==> config.mk <==
export PLATFORM = sky130hd
export DESIGN_NAME = mem_read_arbiter_flat
export DESIGN_NICKNAME = d
export VERILOG_FILES = /design/src/rtl/mem_read_arbiter_pkg.sv /design/src/rtl/mem_read_arbiter_if.sv /design/src/rtl/mem_read_arbiter_rr_picker.sv /design/src/rtl/mem_read_arbiter.sv /design/src/flat_wrapper.sv
export SDC_FILE = /design/constraint.sdc
export NUM_CORES = 1
export LEC_CHECK = 0
export CORE_ASPECT_RATIO = 0.5
export CORE_MARGIN = 8
export CORE_UTILIZATION = 33
export CTS_CLUSTER_SIZE = 14
export DETAILED_ROUTE_END_ITERATION = 6
export GPL_ROUTABILITY_DRIVEN = 1
export PLACE_DENSITY = 0.83
export SYNTH_ARGS = -nofsm -noshare
export SYNTH_HDL_FRONTEND = slang
export SYNTH_HIERARCHICAL = 1
export SYNTH_SLANG_ARGS = --single-unit
==> constraint.sdc <==
create_clock -name clk -period 3.05 [get_ports clk]
set_clock_uncertainty 0.05 [all_clocks]
set_input_delay 0.61 -clock clk [delete_from_list [all_inputs] [get_ports clk]]
set_output_delay 0.61 -clock clk [all_outputs]
set_load 0.01 [all_outputs]
==> src/rtl/mem_read_arbiter_pkg.sv <==
// mem_arb_pkg: shared FSM state type and default burst-length width for the read arbiter
package mem_arb_pkg;
  typedef enum logic [1:0] {ARB_IDLE, ARB_ADDR, ARB_DATA} arb_state_e;
  localparam int LEN_W = 4;
endpackage

==> src/rtl/mem_read_arbiter_if.sv <==
// mem_read_arbiter_if: requester-side and memory-side AR/R signals of the read arbiter
interface mem_read_arbiter_if import mem_arb_pkg::*; #(
  parameter int NUM_REQ    = 4,
  parameter int ADDR_WIDTH = 26,
  parameter int DATA_WIDTH = 32,
  parameter int LEN_WIDTH  = LEN_W
);
  logic [NUM_REQ-1:0]            req_arvalid;
  logic [NUM_REQ*ADDR_WIDTH-1:0] req_araddr;
  logic [NUM_REQ*LEN_WIDTH-1:0]  req_arlen;
  logic [NUM_REQ-1:0]            req_arready;
  logic [NUM_REQ-1:0]            req_rvalid;
  logic                          req_rlast;
  logic [DATA_WIDTH-1:0]         req_rdata;
  logic [NUM_REQ-1:0]            req_rready;
  logic                          mem_arvalid;
  logic [ADDR_WIDTH-1:0]         mem_araddr;
  logic [LEN_WIDTH-1:0]          mem_arlen;
  logic                          mem_arready;
  logic                          mem_rvalid;
  logic [DATA_WIDTH-1:0]         mem_rdata;
  logic                          mem_rlast;
  logic                          mem_rready;
  logic                          busy;
  logic                          len_err;
  modport master (
    input  req_arvalid, req_araddr, req_arlen, req_rready,
           mem_arready, mem_rvalid, mem_rdata, mem_rlast,
    output req_arready, req_rvalid, req_rlast, req_rdata,
           mem_arvalid, mem_araddr, mem_arlen, mem_rready, busy, len_err
  );
  modport slave (
    output req_arvalid, req_araddr, req_arlen, req_rready,
           mem_arready, mem_rvalid, mem_rdata, mem_rlast,
    input  req_arready, req_rvalid, req_rlast, req_rdata,
           mem_arvalid, mem_araddr, mem_arlen, mem_rready, busy, len_err
  );
endinterface

==> src/rtl/mem_read_arbiter_rr_picker.sv <==
// rr_picker: first asserted request at or after rr_ptr, wrapping at NUM_REQ
module rr_picker #(
  parameter int NUM_REQ = 4,
  parameter int IW      = $clog2(NUM_REQ)
) (
  input  logic [NUM_REQ-1:0] req,
  input  logic [IW-1:0]      rr_ptr,
  output logic               valid,
  output logic [IW-1:0]      index
);
  // scan from the farthest offset down so the nearest hit to rr_ptr wins
  always_comb begin
    valid = 1'b0;
    index = '0;
    for (int i = NUM_REQ - 1; i >= 0; i--) begin
      if (req[(int'(rr_ptr) + i) % NUM_REQ]) begin
        valid = 1'b1;
        index = IW'((int'(rr_ptr) + i) % NUM_REQ);
      end
    end
  end
endmodule

==> src/rtl/mem_read_arbiter.sv <==
// mem_read_arbiter: round-robin sharing of one AR/R read port, grant held for a whole burst
module mem_read_arbiter import mem_arb_pkg::*; #(
  parameter int NUM_REQ    = 4,
  parameter int ADDR_WIDTH = 26,
  parameter int DATA_WIDTH = 32,
  parameter int LEN_WIDTH  = LEN_W
) (
  input logic clk,
  input logic rst,
  mem_read_arbiter_if.master bus
);
  localparam int IW = $clog2(NUM_REQ);
  arb_state_e            state_q, state_d;
  logic [IW-1:0]         rr_ptr_q, rr_ptr_d, owner_q, owner_d;
  logic [ADDR_WIDTH-1:0] araddr_q, araddr_d;
  logic [LEN_WIDTH-1:0]  arlen_q, arlen_d, beat_cnt_q, beat_cnt_d;
  logic                  len_err_q, len_err_d;
  logic                  pick_valid, beat;
  logic [IW-1:0]         pick_idx;
  logic [NUM_REQ-1:0]    owner_oh;
  rr_picker #(.NUM_REQ(NUM_REQ)) u_picker (
    .req    (bus.req_arvalid),
    .rr_ptr (rr_ptr_q),
    .valid  (pick_valid),
    .index  (pick_idx)
  );
  assign owner_oh = {{(NUM_REQ-1){1'b0}}, 1'b1} << owner_q;
  assign beat     = (state_q == ARB_DATA) && bus.mem_rvalid && bus.mem_rready;
  // next state: capture the picked request in IDLE, hold until AR accepted, count beats until rlast
  always_comb begin
    state_d    = state_q;
    rr_ptr_d   = rr_ptr_q;
    owner_d    = owner_q;
    araddr_d   = araddr_q;
    arlen_d    = arlen_q;
    beat_cnt_d = beat_cnt_q;
    len_err_d  = len_err_q;
    case (state_q)
      ARB_IDLE: if (pick_valid) begin
        state_d  = ARB_ADDR;
        owner_d  = pick_idx;
        araddr_d = bus.req_araddr[pick_idx*ADDR_WIDTH +: ADDR_WIDTH];
        arlen_d  = bus.req_arlen[pick_idx*LEN_WIDTH +: LEN_WIDTH];
      end
      ARB_ADDR: if (bus.mem_arready) begin
        state_d    = ARB_DATA;
        beat_cnt_d = '0;
      end
      ARB_DATA: if (beat) begin
        beat_cnt_d = beat_cnt_q + 1'b1;
        len_err_d  = len_err_q | (bus.mem_rlast != (beat_cnt_q == arlen_q));
        if (bus.mem_rlast) begin
          state_d  = ARB_IDLE;
          rr_ptr_d = (owner_q == IW'(NUM_REQ - 1)) ? '0 : owner_q + 1'b1;
        end
      end
      default: state_d = ARB_IDLE;
    endcase
  end
  // arbiter state; async reset abandons any burst in progress
  always_ff @(posedge clk or posedge rst) begin
    if (rst) begin
      state_q    <= ARB_IDLE;
      rr_ptr_q   <= '0;
      owner_q    <= '0;
      araddr_q   <= '0;
      arlen_q    <= '0;
      beat_cnt_q <= '0;
      len_err_q  <= 1'b0;
    end else begin
      state_q    <= state_d;
      rr_ptr_q   <= rr_ptr_d;
      owner_q    <= owner_d;
      araddr_q   <= araddr_d;
      arlen_q    <= arlen_d;
      beat_cnt_q <= beat_cnt_d;
      len_err_q  <= len_err_d;
    end
  end
  assign bus.mem_arvalid = state_q == ARB_ADDR;
  assign bus.mem_araddr  = araddr_q;
  assign bus.mem_arlen   = arlen_q;
  assign bus.req_arready = (state_q == ARB_ADDR && bus.mem_arready) ? owner_oh : '0;
  assign bus.mem_rready  = (state_q == ARB_DATA) && bus.req_rready[owner_q];
  assign bus.req_rvalid  = (state_q == ARB_DATA && bus.mem_rvalid) ? owner_oh : '0;
  assign bus.req_rlast   = (state_q == ARB_DATA) && bus.mem_rlast;
  assign bus.req_rdata   = (state_q == ARB_DATA) ? bus.mem_rdata : {DATA_WIDTH{1'b0}};
  assign bus.busy        = state_q != ARB_IDLE;
  assign bus.len_err     = len_err_q;
endmodule

==> src/flat_wrapper.sv <==
// flat-port wrapper written by rule: the top's interface ports become plain ports
module mem_read_arbiter_flat import mem_arb_pkg::*;
#(
  parameter int NUM_REQ    = 4,
  parameter int ADDR_WIDTH = 26,
  parameter int DATA_WIDTH = 32,
  parameter int LEN_WIDTH  = LEN_W
)
  (clk, rst, bus_req_arvalid, bus_req_araddr, bus_req_arlen, bus_req_rready, bus_mem_arready, bus_mem_rvalid, bus_mem_rdata, bus_mem_rlast, bus_req_arready, bus_req_rvalid, bus_req_rlast, bus_req_rdata, bus_mem_arvalid, bus_mem_araddr, bus_mem_arlen, bus_mem_rready, bus_busy, bus_len_err);
  mem_read_arbiter_if #(.NUM_REQ(NUM_REQ), .ADDR_WIDTH(ADDR_WIDTH), .DATA_WIDTH(DATA_WIDTH), .LEN_WIDTH(LEN_WIDTH)) bus_i ();
  input logic clk;
  input logic rst;
  input wire logic [$bits(bus_i.req_arvalid)-1:0] bus_req_arvalid;
  input wire logic [$bits(bus_i.req_araddr)-1:0] bus_req_araddr;
  input wire logic [$bits(bus_i.req_arlen)-1:0] bus_req_arlen;
  input wire logic [$bits(bus_i.req_rready)-1:0] bus_req_rready;
  input wire logic [$bits(bus_i.mem_arready)-1:0] bus_mem_arready;
  input wire logic [$bits(bus_i.mem_rvalid)-1:0] bus_mem_rvalid;
  input wire logic [$bits(bus_i.mem_rdata)-1:0] bus_mem_rdata;
  input wire logic [$bits(bus_i.mem_rlast)-1:0] bus_mem_rlast;
  output wire logic [$bits(bus_i.req_arready)-1:0] bus_req_arready;
  output wire logic [$bits(bus_i.req_rvalid)-1:0] bus_req_rvalid;
  output wire logic [$bits(bus_i.req_rlast)-1:0] bus_req_rlast;
  output wire logic [$bits(bus_i.req_rdata)-1:0] bus_req_rdata;
  output wire logic [$bits(bus_i.mem_arvalid)-1:0] bus_mem_arvalid;
  output wire logic [$bits(bus_i.mem_araddr)-1:0] bus_mem_araddr;
  output wire logic [$bits(bus_i.mem_arlen)-1:0] bus_mem_arlen;
  output wire logic [$bits(bus_i.mem_rready)-1:0] bus_mem_rready;
  output wire logic [$bits(bus_i.busy)-1:0] bus_busy;
  output wire logic [$bits(bus_i.len_err)-1:0] bus_len_err;
  assign bus_i.req_arvalid = bus_req_arvalid;
  assign bus_i.req_araddr = bus_req_araddr;
  assign bus_i.req_arlen = bus_req_arlen;
  assign bus_i.req_rready = bus_req_rready;
  assign bus_i.mem_arready = bus_mem_arready;
  assign bus_i.mem_rvalid = bus_mem_rvalid;
  assign bus_i.mem_rdata = bus_mem_rdata;
  assign bus_i.mem_rlast = bus_mem_rlast;
  assign bus_req_arready = bus_i.req_arready;
  assign bus_req_rvalid = bus_i.req_rvalid;
  assign bus_req_rlast = bus_i.req_rlast;
  assign bus_req_rdata = bus_i.req_rdata;
  assign bus_mem_arvalid = bus_i.mem_arvalid;
  assign bus_mem_araddr = bus_i.mem_araddr;
  assign bus_mem_arlen = bus_i.mem_arlen;
  assign bus_mem_rready = bus_i.mem_rready;
  assign bus_busy = bus_i.busy;
  assign bus_len_err = bus_i.len_err;
  mem_read_arbiter #(.NUM_REQ(NUM_REQ), .ADDR_WIDTH(ADDR_WIDTH), .DATA_WIDTH(DATA_WIDTH), .LEN_WIDTH(LEN_WIDTH)) u_core (.clk(clk), .rst(rst), .bus(bus_i));
endmodule
* Word-level counts from Yosys, hierarchy flattened
Cells that the tools add are included.
** Word-level totals
- Register bits :: 41
- Word-level logic and storage cells :: 83
- Output and inout bits :: 75
** Operators by class
- Bitwise gates (word level) :: 4
- Magnitude comparators :: 5
- Multipliers :: 1
- $add $sub $neg :: 5
- Shift-type cells :: 3
- Reduce and logical (&&, ||, !) cells :: 16
- Muxes and demuxes :: 33
- Eq/ne operators :: 9
** Operators with widths (number)
- indexed part select 104 x 8 -> 26 bit :: 1
- 2-to-1 mux 32 bit :: 1
- 2-to-1 mux 2 bit :: 9
- 2-to-1 mux 4 bit :: 4
- indexed part select 16 x 5 -> 4 bit :: 1
- less-than comparator 3 x 4 -> 1 bit (second input constant) :: 3
- 2-to-1 mux 1 bit :: 12
- binary-select mux 1 bit (select 2 bit) :: 5
- one-hot mux 4 bit (2 select lines) :: 1
- less-than comparator 2 x 3 -> 1 bit (second input constant) :: 2
- multiplier 2 x 4 -> 6 bit (second input constant) :: 1
- one-hot mux 2 bit (3 select lines) :: 1
- AND reduction 3 bit :: 2
- OR reduction 2 bit :: 3
- logical AND 1 bit :: 5
- adder 2 x 1 -> 2 bit (second input constant) :: 2
- adder 2 bit (second input constant) :: 2
- adder 4 x 1 -> 4 bit (second input constant) :: 1
- equality test 2 bit (second input constant) :: 2
- equality test 4 bit :: 1
- != test 2 x 1 -> 1 bit (second input constant) :: 2
- != test 2 bit (second input constant) :: 2
- AND reduction 2 bit :: 2
- AND reduction 4 bit :: 1
- other kinds (7) :: 10

* Logic depth before layout (Yosys ltp)
Gate-level depths: netlist of run 1.
- Word-level depth :: 12
- Mapped depth :: 7
- Gate-level depth less buffers :: 6

* Cells and area by module
Netlist of run 1, hierarchy kept.
** By module, submodules not included
- mem_read_arbiter :: cells an instance 211, times used 1, area each 2771.4 um^2
- rr_picker :: cells an instance 13, times used 1, area each 77.6 um^2

* Least setup slack after synthesis of run 1
No wires, ideal clock.
- Kind :: input to register
- Start :: in bus_req_arvalid[3]
- End :: reg u_core.araddr_q[24] (netlist: u_core/bus.mem_araddr[24])
- Buffers on the path :: 1
- Stages :: 5
- Setup slack :: 0.772 ns
- Arrival time :: 2.104 ns
- Cell sequence :: mux2i_1 -> a211oi_2 -> buf_2 -> mux4_2 -> mux2_2
** Between the ends
- Word-level cells in the longest chain between the ends :: 9
** Ends and longest elaborated chain
- start: declaration :: RTL line flat_wrapper.sv:13 : input wire logic [$bits(bus_i.req_arvalid)-1:0] bus_req_arvalid;
- binary-select mux 1 bit (select 2 bit) :: RTL line mem_read_arbiter_rr_picker.sv:16 : if (req[(int'(rr_ptr) + i) % NUM_REQ]) begin
- 2-to-1 mux 1 bit (implied by the code) (2 in series) :: RTL line mem_read_arbiter_rr_picker.sv:16
- 2-to-1 mux 2 bit (3 in series) :: RTL line mem_read_arbiter_rr_picker.sv:16
- 2-to-1 mux 2 bit (*) :: RTL line mem_read_arbiter_rr_picker.sv:16
- named net u_core.pick_idx[0] :: RTL line mem_read_arbiter.sv:19 : logic [IW-1:0] pick_idx;
- multiplier 2 x 4 -> 6 bit (*) :: RTL line mem_read_arbiter.sv:42 : araddr_d = bus.req_araddr[pick_idx*ADDR_WIDTH +: ADDR_WIDTH];
- indexed part select 104 x 8 -> 26 bit (*) :: RTL line mem_read_arbiter.sv:42
- end signal: assignment :: RTL line mem_read_arbiter.sv:74 : araddr_q <= araddr_d;
- end: declaration :: RTL line mem_read_arbiter.sv:15 : logic [ADDR_WIDTH-1:0] araddr_q, araddr_d;
The timed path passes the listed nets; every way through them passes the cells marked *. The select of a mux whose other input is x is not followed.
A chain may end at the register's enable or synchronous reset.

* Worst setup path after layout of run 1
- Start :: in bus_req_rready[2]
- End :: out bus_mem_rready
** Between the ends
- Word-level cells in the longest chain between the ends :: 3
** Ends and longest elaborated chain
- start: declaration :: RTL line flat_wrapper.sv:16 : input wire logic [$bits(bus_i.req_rready)-1:0] bus_req_rready;
- binary-select mux 1 bit (select 2 bit) :: RTL line mem_read_arbiter.sv:84 : assign bus.mem_rready = (state_q == ARB_DATA) && bus.req_rready[owner_q];
- 2-to-1 mux 1 bit (implied by the code) :: RTL line mem_read_arbiter.sv:84
- logical AND 1 bit :: RTL line mem_read_arbiter.sv:84
- end: declaration :: RTL line flat_wrapper.sv:28 : output wire logic [$bits(bus_i.mem_rready)-1:0] bus_mem_rready;
Every way passes these cells. The select of a mux whose other input is x is not followed.

==> metrics.cfg, run 1 <==
[synth]
ys_seq_area_share_pct=36.01
postSynth.asyncResetShare_pct=100.0
synth_cell_types=37
synth-seq-cells=41
synth.net_count=394
yosys_warnings=6
synth_top_flop_cell=dfrtp_1
synth_edf_count=0
syn_inst=224
avgSynthCellArea_um2=12.72
synth.cell_area_mm2=0.002849

[floorplan]
die_height_um=81.70
row_count=24
die_w_um=147.4
ios=240
core_area_mm2=0.008558
start_util_pct=33.29
die-area_mm2=0.01204

[routing]
drtIter0Drc=86
wl_per_cell_um=18.34
routed_via_density=4.762
drt_wl_total_um=10660
routed-via-count=2767
drtPass1Iterations=4
ant_nets=0
drcViolationCount=0

[worst_setup_path]
rr_startpoint=u_core/rr_ptr_q[1]
arrival_ps=2230
path_delay_family=buffers and inverters
endpoint_kind=primary output
critPathMaxFanout=5
critPathLaunchType=input pin
startpoint=bus_req_rready[2]
cpMostUsedCell=clkdlybuf4s50_1
critical_path_class=input pin to primary output
critPathRequiredTime_ps=2390
cp.buffers_inverters=2
crit_chain=clkdlybuf4s50_1, mux4_2, and2_2, clkdlybuf4s50_1
max_stage_delay_ps=530
slowest_stage=mux4_2

[final_layout]
fin_cells=581
nets=633
drive_gt1_share_pct=18.75
final_common_cell=clkdlybuf4s50_1
antenna_cells=0
final_util_pct=65.18
n_fill_cell=672
syn2layout_area_growth_pct=95.78
final_cell_mix=clkdlybuf4s50_1, dfrtp_1, and2_1, mux4_2, mux2_2

[power_and_ir_drop]
irDropWorstVdd_mv=0.3159
power_density_mw_per_mm2=716.4
leakagePower_nw=2.182

[cts]
cts.htree.levels=2
cts.sinks=41
clockBufferDepth=2
path_clk_slew_ps=50
clock_latency_ps=280
post-cts-setup-buffers=0
hold_buffers=0
cts-resized-gates=0
tritoncts=yes
cts_buffers=5
cts_root_buf=clkbuf_16

[global_route]
grt_pass1_vias=3040
grt_pass1_wl_um=16170
gr-usage-all-layers_pct=16.97
grt-ovfl-total=0
antenna_found_initial=0
grt_max_degree=35

[run]
cap_viol_max_count=0

[worst_hold_path]
holdCritStartpoint=u_core/bus.mem_araddr[12]
hp-class=flip-flop to flip-flop

[sta]
period_share_pct=94.65
setup_viol=0
hold_viol_final=0
max_freq_mhz=346.4
finalMaxSlewViolations=0
rsz0062_at_grt=false
worst_pin_slew_ps=828.2
slew_headroom_pct=44.73
fin_tns_setup_ps=0
fin_crit_ps=2887
fin_ws_ps=163.2

[place]
numPlacedInstances=573
io_buffers=239
place.gp.congestion=0.7650
dp_hpwl_um=9092
dpl_worst_slack_ps=52.84

[outcome]
status=finished, final reports clean

[metrics by stage]
step / area, um^2 / hold WS, ps / power [mW]
2_1_floorplan: 2849 / 407.1 / 2.284
3_3_place_gp: 5420 / 412.9 / 3.428
3_5_place_dp: 5420 / 431.4 / 3.482
4_1_cts: 5578 / 456.0 / 4.053
5_1_grt: 5578 / 469.7 / 4.240
6_report: 5578 / 453.4 / 3.996
[worst paths after layout]
| kind | cells past startpoint | end | slack [ps] |
|---|---|---|---|
| max | 4 | bus_mem_rready | 160 |
| min | 1 | u_core/bus.mem_araddr[12] | 450 |
| max reg2reg | 6 | u_core/bus.mem_araddr[3] | 630 |
| min reg2reg | 1 | u_core/bus.mem_araddr[12] | 450 |
| max in group asynchronous | 3 | u_core/beat_cnt_q[3] | 1740 |
| min in group asynchronous | 2 | u_core/bus.mem_araddr[15] | 530 |
[worst reg2reg max path, cell delays in order (launching register included)]
cell	delay, ps
dfrtp_1	450
nor3b_1	220
a211oi_1	90
nor2_2	650
buf_12	250
mux4_2	320
mux2_2	280
[synth_stat cells (all sizes together), types with 4 or more instances]
master | number | share of area (%)
clkbuf | 7 | 0.92
mux2 | 32 | 13
buf | 7 | 1.7
o21ai | 8 | 1.4
ha | 5 | 2.2
dfrtp | 41 | 36
nand2 | 6 | 0.79
mux4 | 31 | 25
and3 | 5 | 1.1
xor2 | 4 | 1.2
nor2 | 8 | 1.1
and2 | 39 | 8.7
inv | 5 | 0.66
[cell type report]
| cell class | instances | area [um^2] | share of cell area [%] |
|---|---|---|---|
| Multi-Input combinational cell | 164 | 1747 | 31.31 |
| Sequential cell | 41 | 1026 | 18.39 |
| Clock inverter | 1 | 5.005 | 0.08973 |
| Clock buffer | 7 | 152.6 | 2.737 |
| Tap cell | 117 | 146.4 | 2.624 |
| Inverter | 5 | 18.77 | 0.3365 |
| Timing Repair Buffer | 246 | 2482 | 44.50 |
[registers in the layout, indices dropped and copies added (netlist names)]
| signal | cells |
|---|---|
| u_core/bus.len_err | 1 |
| u_core/owner_q | 2 |
| u_core/rr_ptr_q | 2 |
| u_core/beat_cnt_q | 4 |
| u_core/bus.mem_arlen | 4 |
| u_core/bus.mem_araddr | 26 |
| u_core/state_q | 2 |
[logic make-up after synthesis]
logic type,count (synthesis),synth area share (%)
and+or+nand+nor,72,15.24
muxes,65,38.12
AOI/OAI and AO/OA,17,3.601
xor gates and xnor gates,5,1.537
DFF,41,36.01
buffers and inverters,19,3.294
adders and majority gates,5,2.196
[power breakdown]
part           switching [mW]  total, mW  internal, mW
registers               0.186      0.992         0.807
logic                   0.939       2.45          1.51
clock network           0.206      0.552         0.346
[metal layers]
layer  vias to the layer above  global-route usage [%]  part of all wire (%)  routed length [um]
li1                       1305                       -                     -                   -
met1                      1354                   18.81                    38                4065
met2                        98                   33.77                    56                5978
met3                        10                   3.793                   5.0                 528
met4                         0                   2.825                  0.80                  85
met5                         -                       0                     0                   0
(Power assumes the default switching activity.)
==> inputs of run 2 (changes only) <==
--- a/config.mk
+++ b/config.mk
@@ -7,5 +7,4 @@
 export LEC_CHECK = 0
 export CORE_ASPECT_RATIO = 0.5
-export CORE_MARGIN = 8
 export CORE_UTILIZATION = 33
 export CTS_CLUSTER_SIZE = 14
==> constraint.sdc (replaced) <==
create_clock -name clk -period 3.05 [get_ports clk]
set_clock_uncertainty 0.05 [all_clocks]
set_input_delay 0.305 -clock clk [delete_from_list [all_inputs] [get_ports clk]]
set_output_delay 0.305 -clock clk [all_outputs]
set_load 0.01 [all_outputs]
==> run 2 against run 1 <==
Worst setup slack better by 410 ps. Sequential share of layout area is 0.13 points higher. Register-to-register slack improved by 210 ps.
==> metrics.cfg, run 2 (same netlist as run 1, synthesis figures left out) <==
[final_layout]
multi_input_area_mm2=0.001747
n_fill_cell=631
syn2layout_area_growth_pct=94.42
largest_reg_flops=26
drive_gt1_share_pct=18.32
final_cell_mix=clkdlybuf4s50_1, dfrtp_1, and2_1, mux4_2, mux2_2
regArea_mm2=0.001026
nets=634
final_common_cell=clkdlybuf4s50_1
antenna_cells=0

[floorplan]
die-area_mm2=0.009031
ios=240
core_area_mm2=0.008173
die_w_um=133.4
start_util_pct=34.86
row_count=23
die_height_um=67.70

[run]
cap_viol_max_count=0

[power_and_ir_drop]
p_int_mw=2.617
power_frac_seq_pct=25.4
p_sw_share_pct=33.42
netSwitchingPower_mw=1.314
leakagePower_nw=2.166
pwr-share-clk_pct=13.4
power_density_mw_per_mm2=709.6
irDropWorstVdd_mv=0.3526
power_frac_comb_pct=61.1

[worst_setup_path]
arrival_ps=2130
endpoint_kind=primary output
rr_worst_depth=5
critical_path_class=flip-flop to primary output
endpoint=bus_req_rvalid[0]
critPathMaxFanout=16
r2r_setup_slack_ps=840
critPathLaunchType=flip-flop
startpoint=u_core/state_q[1]
rr_endpoint=u_core/bus.mem_araddr[1]
rr_startpoint=u_core/rr_ptr_q[1]
critPathRequiredTime_ps=2690

[global_route]
grt_pass1_vias=2805
antenna_found_initial=0
gr-usage-all-layers_pct=21.86
grt_pass1_wl_um=14920
grt_max_degree=35
grt-ovfl-total=0

[cts]
path_clk_slew_ps=60
tritoncts=yes
cts-resized-gates=0
post-cts-setup-buffers=0
hold_buffers=0
cts_root_buf=clkbuf_16
cts.sinks=41
cts_buffers=5
cts.htree.levels=2
clockBufferDepth=2
clock_latency_ps=280

[sta]
setup_viol=0
finalMaxSlewViolations=0
hold_viol_final=0
worst_pin_slew_ps=762.0
fin_ws_ps=569.4
rsz0062_at_grt=false
fin_crit_ps=2481
slew_headroom_pct=48.89
fin_tns_setup_ps=0
period_share_pct=81.33
worst_hold_slack_ps=329.6
max_freq_mhz=403.1

[worst_hold_path]
hp-class=input pin to async pin

[place]
place.gp.congestion=0.7953
dp_hpwl_um=8090
dpl_worst_slack_ps=528.8
io_buffers=239

[outcome]
status=finished, final reports clean

[routing]
wl_per_cell_um=16.90
ant_nets=0
routed_via_density=4.811
drcViolationCount=0
routed-via-count=2771
drt_wl_total_um=9736
drtPass1Iterations=4
drtIter0Drc=81

==> run 2: changes by cell type in the layout (fill, tap and decap cells not counted) <==
cell	previous run	this run
buf_12	3	1
buf_4	4	7
clkbuf_1	0	1
clkbuf_8	2	1
clkinv_1	0	1
clkinv_2	1	0
inv_2	1	0
==> run 2: worst min path at each step <==
stage | start | to | slack [ps] | depth (start not counted)
4_1_cts | rst | u_core/bus.mem_araddr[19] | 350 | 2
3_3_place_gp | u_core/bus.len_err | u_core/bus.len_err | 420 | 1
3_5_place_dp | u_core/bus.len_err | u_core/bus.len_err | 430 | 1
2_1_floorplan | u_core/beat_cnt_q[3] | u_core/beat_cnt_q[3] | 410 | 1
5_1_grt | rst | u_core/bus.mem_araddr[19] | 380 | 2
6_report | rst | u_core/bus.mem_araddr[19] | 330 | 2
==> run 2: power by group through the flow <==
stage / clock network, mW / logic [mW] / registers (mW)
floorplan: 0 / 1.22 / 1.07
global placement: 0 / 2.38 / 0.994
detailed placement: 0 / 2.42 / 0.999
CTS: 0.544 / 2.43 / 0.997
global route: 0.569 / 2.57 / 1.03
finish: 0.529 / 2.40 / 0.999
==> run 2: worst max-delay path, stage by stage, from the launching register on <==
cell and delay [ps]:
dfrtp_1 400, nor2b_2 450, buf_4 270, and3_1 170, clkdlybuf4s50_1 550
==> run 2: metal layers <==
| layer | part of all wire (%) | GRT usage, % |
|---|---|---|
| met5 | 0 | 0 |
| met4 | 1.8 | 7.102 |
| met2 | 54 | 41.80 |
| met1 | 39 | 24.84 |
| met3 | 5.6 | 4.880 |
==> run 2: layout make-up <==
cell class                      instances  share of cell area [%]
Inverter                                5                  0.3388
Timing Repair Buffer                  247                   44.50
Multi-Input combinational cell        164                   31.53
Sequential cell                        41                   18.52
Tap cell                              112                   2.530
Clock buffer                            7                   2.575
==> run 2: stage by stage <==
stage / cell area, um^2 / util, % / power [mW] / instances
global route: 5539 / 67.77 / 4.168 / 576
floorplan: 2849 / - / 2.284 / 224
CTS: 5539 / 67.77 / 3.973 / 576
detailed placement: 5396 / 66.03 / 3.420 / 569
global placement: 5396 / 66.03 / 3.379 / 569
finish: 5539 / 67.77 / 3.931 / 576
==> inputs of run 3 (changes only) <==
clock period = 2.3 ns   (was 3.05 ns; I/O delays follow)
==> run 3 against run 2 <==
Via count is 0.94% lower. Power is 41% higher. First-iteration DRC count is 2.5% lower. Worst setup slack worse by 470 ps. Count of clock-buffer cells in the layout is 2 lower. Clock power is 72% higher. Wire length is 2.2% higher. Sequential cell count stayed put. Cell area is 2.0% higher. Utilization is 1.3 points higher. Largest power group unchanged. Highest routed layer unchanged.
==> metrics.cfg, run 3 (same netlist as run 1, synthesis figures left out) <==
[floorplan]
die-area_mm2=0.009031
start_util_pct=34.86
ios=240
die_w_um=133.4
die_height_um=67.70
core_area_mm2=0.008173
row_count=23

[worst_setup_path]
critical_path_class=flip-flop to flip-flop
endpoint_kind=flip-flop
crit_chain=mux2i_1, a211oi_4, buf_6, mux4_2, mux2_2
max_stage_delay_ps=530
critPathRequiredTime_ps=2420
slowest_stage=mux4_2
arrival_ps=2320
rr_worst_depth=5
critPathLaunchType=flip-flop
critPathMaxFanout=11

[routing]
wl_per_cell_um=17.18
drcViolationCount=0
routed_via_density=4.741
drtIter0Drc=79
routed-via-count=2745
ant_nets=0
drtPass1Iterations=4
drt_wl_total_um=9948

[global_route]
grt_pass1_wl_um=15280
grt_pass1_vias=2947
gr-usage-all-layers_pct=22.18
grt_max_degree=42
grt-ovfl-total=0
antenna_found_initial=0

[sta]
max_freq_mhz=454.2
finalMaxSlewViolations=0
setup_viol=0
fin_crit_ps=2202
worst_hold_slack_ps=352.6
period_share_pct=95.73
hold_viol_final=0
slew_headroom_pct=62.97
worst_pin_slew_ps=555.5

[power_and_ir_drop]
irDropWorstVdd_mv=0.4362
power_density_mw_per_mm2=978.4
leakagePower_nw=2.212
p_total_mw=5.526

[cts]
path_clk_slew_ps=60
cts_buffers=5
hold_buffers=0
clock_latency_ps=280
cts.htree.levels=2
cts_root_buf=clkbuf_16
clockBufferDepth=2
cts.sinks=41
tritoncts=yes

[place]
io_buffers=239
place.gp.congestion=0.7980
dp_hpwl_um=8037

[final_layout]
final_cell_mix=clkdlybuf4s50_1, dfrtp_1, and2_1, mux4_2, mux2_2
syn2layout_area_growth_pct=98.24
drive_gt1_share_pct=19.27
final_common_cell=clkdlybuf4s50_1
antenna_cells=0
largest_reg_flops=26
nets=636

[worst_hold_path]
hp-class=input pin to async pin

[run]
cap_viol_max_count=0

[outcome]
status=finished, final reports clean

## run 3: critical path: cells and delay by family (launching register included)
kind | cells | cell delay (ps)
buffers and inverters | 1 | 240
AO/OA/AOI/OAI | 1 | 340
flip-flops | 1 | 440
multiplexers | 3 | 1010
## run 3: cell type report
| class | instances | area [um^2] |
|---|---|---|
| Multi-Input combinational cell | 164 | 1747 |
| Tap cell | 112 | 140.1 |
| Timing Repair Buffer | 249 | 2525 |
| Clock inverter | 3 | 65.06 |
| Clock buffer | 5 | 125.1 |
| Inverter | 5 | 18.77 |
| Fill cell | 629 | 2525 |
| Sequential cell | 41 | 1027 |
## run 3: worst paths after layout
check	to	slack, ps	from
worst min-delay path	u_core/bus.mem_araddr[17]	350	rst
worst min register to register	u_core/bus.len_err	440	u_core/bus.len_err
worst max register to register	u_core/bus.mem_araddr[22]	100	u_core/rr_ptr_q[1]
worst max-delay path	u_core/bus.mem_araddr[22]	100	u_core/rr_ptr_q[1]
min in group clk	u_core/bus.len_err	440	u_core/bus.len_err
max in group asynchronous	u_core/owner_q[0]	1440	rst
## run 3: power by group
part / switching, mW / internal, mW
registers: 0.251 / 1.07
logic: 1.24 / 2.05
clock network: 0.290 / 0.620
total: 1.78 / 3.74
## run 3: through the flow
step	area [um^2]	setup WS [ps]	util [%]	cells	TNS, ps
3_3_place_gp	5441	-142.5	66.58	570	-3081
3_5_place_dp	5441	-202.8	66.58	570	-3785
5_1_grt	5648	-1.165	69.11	579	-1.165
6_report	5648	98.25	69.11	579	0
2_1_floorplan	2849	150.6	-	224	0
4_1_cts	5633	31.60	68.92	578	0
## run 3: repair_timing
item | 4_1_cts | 5_1_grt
setup buffers | 0 | 1
endpoints found under the setup margin | 1 | 15
resized for setup | 1 | 2
## run 3: routing by layer
layer | share of wire, % | vias up | global-route usage [%]
li1 | - | 1308 | -
met1 | 41 | 1330 | 26.89
met2 | 52 | 84 | 39.84
met3 | 5.0 | 23 | 5.330
met4 | 2.2 | 0 | 6.960
met5 | 0 | - | 0
